$ cat src/rtl/auth_resp_arbiter_pkg.sv
// Shared types and defaults for the authentication responder arbiter.
// Optional feature macro used by the arbiter: AUTH_ARB_TIMEOUT_EN.
package auth_resp_arbiter_pkg;

    // Default message width and responder timeout
    localparam int MSG_LEN          = 8;
    localparam int AUTH_ARB_TIMEOUT = 1024;

    // Arbiter FSM encodings (IDLE=0, WAIT=1, DONE=2, RELEASE=3)
    typedef enum logic [1:0] {
        ARB_IDLE    = 2'd0,
        ARB_WAIT    = 2'd1,
        ARB_DONE    = 2'd2,
        ARB_RELEASE = 2'd3
    } arb_state_t;

    // Two-way round-robin choice: the sole requester wins, a tie goes to
    // the initiator that was not served last.
    function automatic logic rr_winner(input logic req0, input logic req1,
                                       input logic last_grant);
        if (req0 && req1) begin
            return ~last_grant;
        end
        return req1;
    endfunction

endpackage

$ cat src/rtl/auth_resp_arbiter_if.sv
// Bundle of initiator, response and responder handshake signals.
// slave: arbiter side; master: initiators/responder side.
interface auth_resp_arbiter_if
    import auth_resp_arbiter_pkg::*;
#(
    parameter int MSG_W = MSG_LEN
);
    logic             req0_in;
    logic [MSG_W-1:0] msg0_in;
    logic             ack0_out;
    logic             req1_in;
    logic [MSG_W-1:0] msg1_in;
    logic             ack1_out;
    logic [MSG_W-1:0] rsp_msg_out;
    logic             rsp_err_out;
    logic             busy_out;
    logic             resp_req_out;
    logic [MSG_W-1:0] auth_msg_req_out;
    logic             Ack_in;
    logic [MSG_W-1:0] auth_msg_resp_in;

    modport slave (
        input  req0_in, msg0_in, req1_in, msg1_in, Ack_in, auth_msg_resp_in,
        output ack0_out, ack1_out, rsp_msg_out, rsp_err_out, busy_out,
               resp_req_out, auth_msg_req_out
    );

    modport master (
        output req0_in, msg0_in, req1_in, msg1_in, Ack_in, auth_msg_resp_in,
        input  ack0_out, ack1_out, rsp_msg_out, rsp_err_out, busy_out,
               resp_req_out, auth_msg_req_out
    );
endinterface

$ cat src/rtl/auth_resp_arbiter_rr_pick.sv
// Combinational 2-way round-robin select.
module auth_rr_pick
    import auth_resp_arbiter_pkg::*;
(
    input  logic req0,
    input  logic req1,
    input  logic last_grant,
    output logic valid,
    output logic winner
);
    // Any request makes a grant possible; winner resolves ties fairly
    always_comb begin
        valid  = req0 | req1;
        winner = rr_winner(req0, req1, last_grant);
    end
endmodule

$ cat src/rtl/auth_resp_arbiter.sv
// Shares one authentication responder between two initiators.
// Round-robin grant, req/Ack handshake to the responder, one-cycle ack back
// to the winner. Optional responder timeout enabled by AUTH_ARB_TIMEOUT_EN.
module auth_resp_arbiter
    import auth_resp_arbiter_pkg::*;
#(
    parameter int MSG_W       = MSG_LEN,
    parameter int TIMEOUT_CYC = AUTH_ARB_TIMEOUT,
    parameter int CNT_W       = 10
) (
    input  logic                 clk,
    input  logic                 reset,
    auth_resp_arbiter_if.slave   bus
);
    // Reject a counter too narrow to reach the timeout count
    if (CNT_W < 1 || (2 ** CNT_W) < TIMEOUT_CYC) begin : g_bad_cfg
        $error("auth_resp_arbiter: CNT_W too small for TIMEOUT_CYC");
    end

    arb_state_t       state_reg, state_next;
    logic             grant_reg;
    logic             last_grant_reg;
    logic [MSG_W-1:0] auth_msg_reg;
    logic [MSG_W-1:0] rsp_msg_reg;
    logic             pick_valid;
    logic             pick_winner;
    logic             expire;

    auth_rr_pick u_pick (
        .req0       (bus.req0_in),
        .req1       (bus.req1_in),
        .last_grant (last_grant_reg),
        .valid      (pick_valid),
        .winner     (pick_winner)
    );

`ifdef AUTH_ARB_TIMEOUT_EN
    localparam logic [CNT_W-1:0] CNT_LAST = CNT_W'(TIMEOUT_CYC - 1);

    logic [CNT_W-1:0] cnt_reg;
    logic             rsp_err_reg;

    // An Ack arriving in the expiry cycle takes priority over the timeout
    assign expire = (state_reg == ARB_WAIT) && !bus.Ack_in && (cnt_reg == CNT_LAST);

    // Timeout counter (cleared outside WAIT) and error flag of the last response
    always_ff @(posedge clk or negedge reset) begin
        if (!reset) begin
            cnt_reg     <= '0;
            rsp_err_reg <= 1'b0;
        end else begin
            if (state_reg != ARB_WAIT) begin
                cnt_reg <= '0;
            end else if (!bus.Ack_in) begin
                cnt_reg <= cnt_reg + 1'b1;
            end
            if (state_reg == ARB_WAIT && bus.Ack_in) begin
                rsp_err_reg <= 1'b0;
            end else if (expire) begin
                rsp_err_reg <= 1'b1;
            end
        end
    end

    assign bus.rsp_err_out = rsp_err_reg;
`else
    assign expire          = 1'b0;
    assign bus.rsp_err_out = 1'b0;
`endif

    // FSM state register
    always_ff @(posedge clk or negedge reset) begin
        if (!reset) begin
            state_reg <= ARB_IDLE;
        end else begin
            state_reg <= state_next;
        end
    end

    // Next-state decode and state-derived handshake outputs
    always_comb begin
        state_next       = state_reg;
        bus.ack0_out     = 1'b0;
        bus.ack1_out     = 1'b0;
        bus.resp_req_out = 1'b0;
        bus.busy_out     = (state_reg != ARB_IDLE);
        case (state_reg)
            ARB_IDLE: begin
                if (pick_valid) begin
                    state_next = ARB_WAIT;
                end
            end
            ARB_WAIT: begin
                bus.resp_req_out = 1'b1;
                if (bus.Ack_in || expire) begin
                    state_next = ARB_DONE;
                end
            end
            ARB_DONE: begin
                bus.ack0_out = ~grant_reg;
                bus.ack1_out = grant_reg;
                state_next   = ARB_RELEASE;
            end
            ARB_RELEASE: begin
                // Hold off until the served initiator withdraws its request
                if (grant_reg ? !bus.req1_in : !bus.req0_in) begin
                    state_next = ARB_IDLE;
                end
            end
            default: state_next = ARB_IDLE;
        endcase
    end

    // Grant bookkeeping, request message latch and response capture
    always_ff @(posedge clk or negedge reset) begin
        if (!reset) begin
            grant_reg      <= 1'b0;
            last_grant_reg <= 1'b1;
            auth_msg_reg   <= '0;
            rsp_msg_reg    <= '0;
        end else begin
            case (state_reg)
                ARB_IDLE: begin
                    if (pick_valid) begin
                        grant_reg    <= pick_winner;
                        auth_msg_reg <= pick_winner ? bus.msg1_in : bus.msg0_in;
                    end
                end
                ARB_WAIT: begin
                    if (bus.Ack_in) begin
                        rsp_msg_reg <= bus.auth_msg_resp_in;
                    end else if (expire) begin
                        rsp_msg_reg <= '0;
                    end
                end
                ARB_DONE: begin
                    last_grant_reg <= grant_reg;
                end
                default: begin
                end
            endcase
        end
    end

    assign bus.auth_msg_req_out = auth_msg_reg;
    assign bus.rsp_msg_out      = rsp_msg_reg;

endmodule

$ cat src/flat_wrapper.sv
// flat-port wrapper written by rule: the top's interface ports become plain ports
module auth_resp_arbiter_flat import auth_resp_arbiter_pkg::*;
#(
    parameter int MSG_W       = MSG_LEN,
    parameter int TIMEOUT_CYC = AUTH_ARB_TIMEOUT,
    parameter int CNT_W       = 10
)
  (clk, reset, bus_req0_in, bus_msg0_in, bus_req1_in, bus_msg1_in, bus_Ack_in, bus_auth_msg_resp_in, bus_ack0_out, bus_ack1_out, bus_rsp_msg_out, bus_rsp_err_out, bus_busy_out, bus_resp_req_out, bus_auth_msg_req_out);
  auth_resp_arbiter_if #(.MSG_W(MSG_W)) bus_i ();
  input  logic clk;
  input  logic reset;
  input wire logic [$bits(bus_i.req0_in)-1:0] bus_req0_in;
  input wire logic [$bits(bus_i.msg0_in)-1:0] bus_msg0_in;
  input wire logic [$bits(bus_i.req1_in)-1:0] bus_req1_in;
  input wire logic [$bits(bus_i.msg1_in)-1:0] bus_msg1_in;
  input wire logic [$bits(bus_i.Ack_in)-1:0] bus_Ack_in;
  input wire logic [$bits(bus_i.auth_msg_resp_in)-1:0] bus_auth_msg_resp_in;
  output wire logic [$bits(bus_i.ack0_out)-1:0] bus_ack0_out;
  output wire logic [$bits(bus_i.ack1_out)-1:0] bus_ack1_out;
  output wire logic [$bits(bus_i.rsp_msg_out)-1:0] bus_rsp_msg_out;
  output wire logic [$bits(bus_i.rsp_err_out)-1:0] bus_rsp_err_out;
  output wire logic [$bits(bus_i.busy_out)-1:0] bus_busy_out;
  output wire logic [$bits(bus_i.resp_req_out)-1:0] bus_resp_req_out;
  output wire logic [$bits(bus_i.auth_msg_req_out)-1:0] bus_auth_msg_req_out;
  assign bus_i.req0_in = bus_req0_in;
  assign bus_i.msg0_in = bus_msg0_in;
  assign bus_i.req1_in = bus_req1_in;
  assign bus_i.msg1_in = bus_msg1_in;
  assign bus_i.Ack_in = bus_Ack_in;
  assign bus_i.auth_msg_resp_in = bus_auth_msg_resp_in;
  assign bus_ack0_out = bus_i.ack0_out;
  assign bus_ack1_out = bus_i.ack1_out;
  assign bus_rsp_msg_out = bus_i.rsp_msg_out;
  assign bus_rsp_err_out = bus_i.rsp_err_out;
  assign bus_busy_out = bus_i.busy_out;
  assign bus_resp_req_out = bus_i.resp_req_out;
  assign bus_auth_msg_req_out = bus_i.auth_msg_req_out;
  auth_resp_arbiter #(.MSG_W(MSG_W), .TIMEOUT_CYC(TIMEOUT_CYC), .CNT_W(CNT_W)) u_core (.clk(clk), .reset(reset), .bus(bus_i));
endmodule
$ cat config.mk
export PLATFORM = sky130hd
export DESIGN_NAME = auth_resp_arbiter_flat
export DESIGN_NICKNAME = d
export VERILOG_FILES = /design/src/rtl/auth_resp_arbiter_pkg.sv /design/src/rtl/auth_resp_arbiter_if.sv /design/src/rtl/auth_resp_arbiter_rr_pick.sv /design/src/rtl/auth_resp_arbiter.sv /design/src/flat_wrapper.sv
export SDC_FILE = /design/constraint.sdc
export NUM_CORES = 1
export LEC_CHECK = 0
export CORE_ASPECT_RATIO = 0.75
export CORE_MARGIN = 1.5
export CORE_UTILIZATION = 41
export DETAILED_ROUTE_END_ITERATION = 10
export PLACE_DENSITY = 0.82
export SLEW_MARGIN = 20
export SYNTH_ARGS = -nofsm -noshare
export SYNTH_HDL_FRONTEND = slang
export SYNTH_SLANG_ARGS = --single-unit
export TNS_END_PERCENT = 50
$ cat constraint.sdc
create_clock -name clk -period 2.4 [get_ports clk]
set_input_delay 0.24 -clock clk [delete_from_list [all_inputs] [get_ports clk]]
set_output_delay 0.24 -clock clk [all_outputs]
set_load 0.02 [all_outputs]
======== Word-level counts from Yosys, hierarchy flattened ========
Cells that the tools add are included.
cells by class
  equal/unequal tests ..................... 6
  muxes and demuxes ....................... 12
  bitwise operators ....................... 3
  reduce and logical (&&, ||, !) cells .... 8
operator list
  cell                                                    count
  two-way mux 8 bit                                       1
  one-hot mux 2 bit (4 select lines)                      1
  two-way mux 1 bit                                       7
  two-way mux 2 bit                                       3
  == test 2 bit (second input constant)                   2
  inequality test 2 x 1 -> 1 bit (second input constant)  2
  AND reduction 2 bit                                     2
  AND reduction 3 bit                                     1
  == test 2 x 1 -> 1 bit (second input constant)          1
  logical NOT 1 bit                                       2
  logical NOT 2 bit                                       1
  inequality test 2 bit (second input constant)           1
  inverter 1 bit                                          2
  nonzero test 2 bit                                      1
  logical AND 1 bit                                       1
  bitwise OR 1 bit                                        1
storage, ports and cells
  bits in registers ....................... 20
  input port bits ......................... 29
  output and inout bits ................... 21
  logic and storage cells ................. 34

======== Logic depth before layout (Yosys ltp) ========
  depth in word-level cells ............... 4
  gate-level depth with buffers ........... 6
  depth with buffers taken out ............ 5

======== By module ========
Synthesis repeated with hierarchy kept, for this count alone.
second synthesis, totals
  cell total of the unflattened synthesis .. 79
  area, all modules ....................... 943.4 um^2
modules (own cells, without submodules)
  module             times used  cells each  area an instance (um^2)  seq. area each (um^2)
  auth_resp_arbiter  1           77          929.6                    501.7
  auth_rr_pick       1           2           13.8                     0.0

======== Worst setup path after synthesis ========
OpenSTA, ideal clock, no wires.
  kind .................................... reg-to-reg
  start ................................... register u_core.grant_reg
  end ..................................... register u_core.state_reg[1]
  setup time .............................. 127 ps
  data arrival time ....................... 1426 ps
  required time ........................... 2273 ps
  path slack .............................. 846 ps
  cell stages (with the launch flop) ...... 4
  buffers on the path ..................... 0
  clock period less this slack ............ 1554 ps
  path through ............................ dfrtp_1 > mux2_1 > a222oi_1 > mux2_1
between the ends
  word-level cells in the longest chain between the ends .. 3
ends and longest elaborated chain
  item                                      RTL line                  source
  start: declaration                        auth_resp_arbiter.sv:21   logic grant_reg;
  start signal: assignment                  auth_resp_arbiter.sv:125  grant_reg <= pick_winner;
  two-way mux 1 bit                         auth_resp_arbiter.sv:106  if (grant_reg ? !bus.req1_in : !bus.req0_in) begin
  inequality test 2 x 1 -> 1 bit (no line)  --
  AND reduction 3 bit (no line)             --
  end signal: assignment                    auth_resp_arbiter.sv:76   state_reg <= state_next;
  end: declaration                          auth_resp_arbiter.sv:20   arb_state_t state_reg, state_next;
No other way between the ends.
A chain may end at the register's enable or synchronous reset.

======== Worst setup path after layout ========
  start ................................... register u_core.state_reg[0]
  end ..................................... output port bus_ack0_out
between the ends
  word-level cells in the longest chain between the ends .. 2
ends and longest elaborated chain
  item               RTL line                 source
  == test 2 bit      auth_resp_arbiter.sv:87  case (state_reg)
  two-way mux 1 bit  auth_resp_arbiter.sv:87
  end: declaration   flat_wrapper.sv:18       output wire logic [$bits(bus_i.ack0_out)-1:0] bus_ack0_out;
No other way between the ends.

==> results.sh <==
export IMPL_status="completed"
export IMPL_final_cell_mix="clkdlybuf4s50_1 (48), dfrtp_1 (19), nand2_1 (10)"
export IMPL_rsz0062_at_grt="no"
export IMPL_drtIter0Drc=10
export IMPL_num_vias=759
export IMPL_antenna_found_initial=0
export IMPL_grt_overflow_total=0
export IMPL_skew_ps=6.35
export IMPL_nFillCells=173
export IMPL_num_antenna_cells=0
export IMPL_ys_seq_elements=20
export IMPL_startpoint_type="flop"
export IMPL_grt_pass1_vias=730
export IMPL_peakVddDrop_v=0.000596
export IMPL_crit_chain="inv_1, ha_1, and2b_2, clkdlybuf4s50_1"
export IMPL_sw_frac_of_total_pct=37.3
export IMPL_grt_pass1_wl_um=3170
export IMPL_drv_cap=0
export IMPL_critPathTopFamily="buffers and inverters"
export IMPL_numCtsBuffers=3
export IMPL_cts_htree_levels=1
export IMPL_fmax_ghz=0.482
export IMPL_start_util_pct=45.4
export IMPL_core_um2=2080
export IMPL_synth_area_um2=946
export IMPL_wire_per_inst_um=12.3
export IMPL_clockRootBuffer="clkbuf_4"
export IMPL_arrival_ps=1830
export IMPL_port_buffers=48
export IMPL_post_cts_buffers=0
export IMPL_worstSkewPairLatency_ps=300
export IMPL_cts_tree="yes"
export IMPL_core_rowCount=14
export IMPL_yosysUniqueCellTypes=20
export IMPL_clk_path_buf_depth=2
export IMPL_ios=50
export IMPL_fin_crit_sh_pct=86.4
export IMPL_final_common_cell="clkdlybuf4s50_1"
export IMPL_p_seq_share_pct=33.7
export IMPL_grt_usage_pct=16.9
export IMPL_drv_slew=0
export IMPL_gp_congestion=0.808
export IMPL_synth_seq_area_share_pct=53.0
export IMPL_cp_required_ps=2160
export IMPL_routed_via_density=4.93
export IMPL_worstSetupEndpointType="output pin"
export IMPL_firstDrtPassIters=4
export IMPL_worstSetupPathType="reg -> out"
export IMPL_hp_class="in -> async"
export IMPL_final_hold_violation_count=0
export IMPL_die_area_um2=2610
export IMPL_postSynthAreaPerCell_um2=12.0
export IMPL_wirelength_um=1890
export IMPL_path_clk_slew_ps=110
export IMPL_clock_power_share_pct=10.7
export IMPL_synth_fp_nets=113
export IMPL_dp_hpwl_um=1530
export IMPL_pwr_density_cell_nw_per_um2=1200
export IMPL_ant_nets=0
export IMPL_internal_power_uw=1120
export IMPL_slowest_delay_ps=600
export IMPL_die_height_um=44.6
export IMPL_final_nets=165
export IMPL_total_leakage_power_uw=0.000676
export IMPL_chipWidth_um=58.5
export IMPL_drc_errors=0
export IMPL_syn_inst=79
export IMPL_ys_warn_count=0
export IMPL_grt_max_degree=21
export IMPL_path_buf_inv=2
export IMPL_critPathMaxFanout=4
export IMPL_fin_tns_setup_ps=0
export IMPL_p_switching_uw=670
export IMPL_cts_hold_buffers=0
export IMPL_clkSinkCount=20
export IMPL_drive_gt1_share_pct=15.4
export IMPL_worst_hold_slack_ps=268
export IMPL_post_route_min_period_ps=2070
export IMPL_syn2layout_area_growth_pct=57.7
export IMPL_cp_slowest_cell="clkdlybuf4s50_1"
export IMPL_p_comb_share_pct=55.6
export IMPL_finalSetupViolCount=0
export IMPL_ctsResizeCount=0
per-layer routing:
layer	vias to the layer above	routed length, um	track usage [%]	part of all wire (%)
li1	370	-	-	-
met1	347	724	18.1	38
met2	40	886	28.3	47
met3	2	265	9.94	14
met4	0	17	5.58	0.90
met5	-	0	0	0
cell usage after synthesis (all sizes together):
master | instances | area share, %
nor2 | 2 | 0.79
and2 | 1 | 0.79
clkinvlp | 1 | 0.53
o21ai | 10 | 5.3
a222oi | 1 | 1.1
ha | 5 | 6.6
conb | 1 | 0.40
a21bo | 1 | 1.1
clkbuf | 1 | 0.40
nand2 | 10 | 4.0
buf | 2 | 1.3
inv | 3 | 1.2
dfstp | 1 | 2.8
mux2i | 9 | 9.5
and2b | 1 | 0.93
dfrtp | 19 | 50
mux2 | 11 | 13
power by group through the flow:
stage	registers, uW	clock network (uW)	logic, uW
CTS	608	197	1010
floorplan	769	0	387
detailed placement	614	0	1010
global placement	604	0	988
global route	625	213	1090
finish	604	191	998
stage by stage:
stage	power (uW)	worst slack (ps)	instance area, um^2	cells	util (%)
3_3_place_gp	1590	528	1460	150	69.8
2_1_floorplan	1160	846	946	79	-
4_1_cts	1820	302	1490	154	71.5
3_5_place_dp	1630	459	1460	150	69.8
5_1_grt	1930	210	1490	154	71.5
6_report	1790	327	1490	154	71.5
area by class of cell:
class                   count  area [um^2]  area share (%)
clock buffers               4         36.3            2.43
inverters                   4         16.3            1.09
multi-input cells          52          412            27.6
flip-flops and latches     20          502            33.6
well taps                  24         30.0            2.01
repair buffers             50          495            33.2
cell families after synthesis:
logic type | after synthesis | share of synthesized area, %
buffers and inverters | 7 | 3.44
muxes | 20 | 22.6
other | 1 | 0.396
DFF | 20 | 53.0
AOI/OAI and AO/OA | 12 | 7.41
and+or+nand+nor | 14 | 6.48
adders and majority gates | 5 | 6.61
final timing paths:
path	start	end	slack, ps	cells past startpoint
worst max-delay path	u_core.state_reg[0]$_DFFE_PN0P_	bus_ack0_out	330	4
worst min-delay path	reset	u_core.state_reg[1]$_DFFE_PN0P_	270	2
worst max register to register	u_core.state_reg[0]$_DFFE_PN0P_	u_core.state_reg[1]$_DFFE_PN0P_	710	4
max in group asynchronous	reset	u_core.last_grant_reg$_DFFE_PN1N_	1870	2
worst min register to register	u_core.bus.auth_msg_req_out[1]$_DFFE_PN0P_	u_core.bus.auth_msg_req_out[1]$_DFFE_PN0P_	490	2
min in group clk	u_core.bus.auth_msg_req_out[1]$_DFFE_PN0P_	u_core.bus.auth_msg_req_out[1]$_DFFE_PN0P_	490	2
Power figures use the tool's default switching activity.
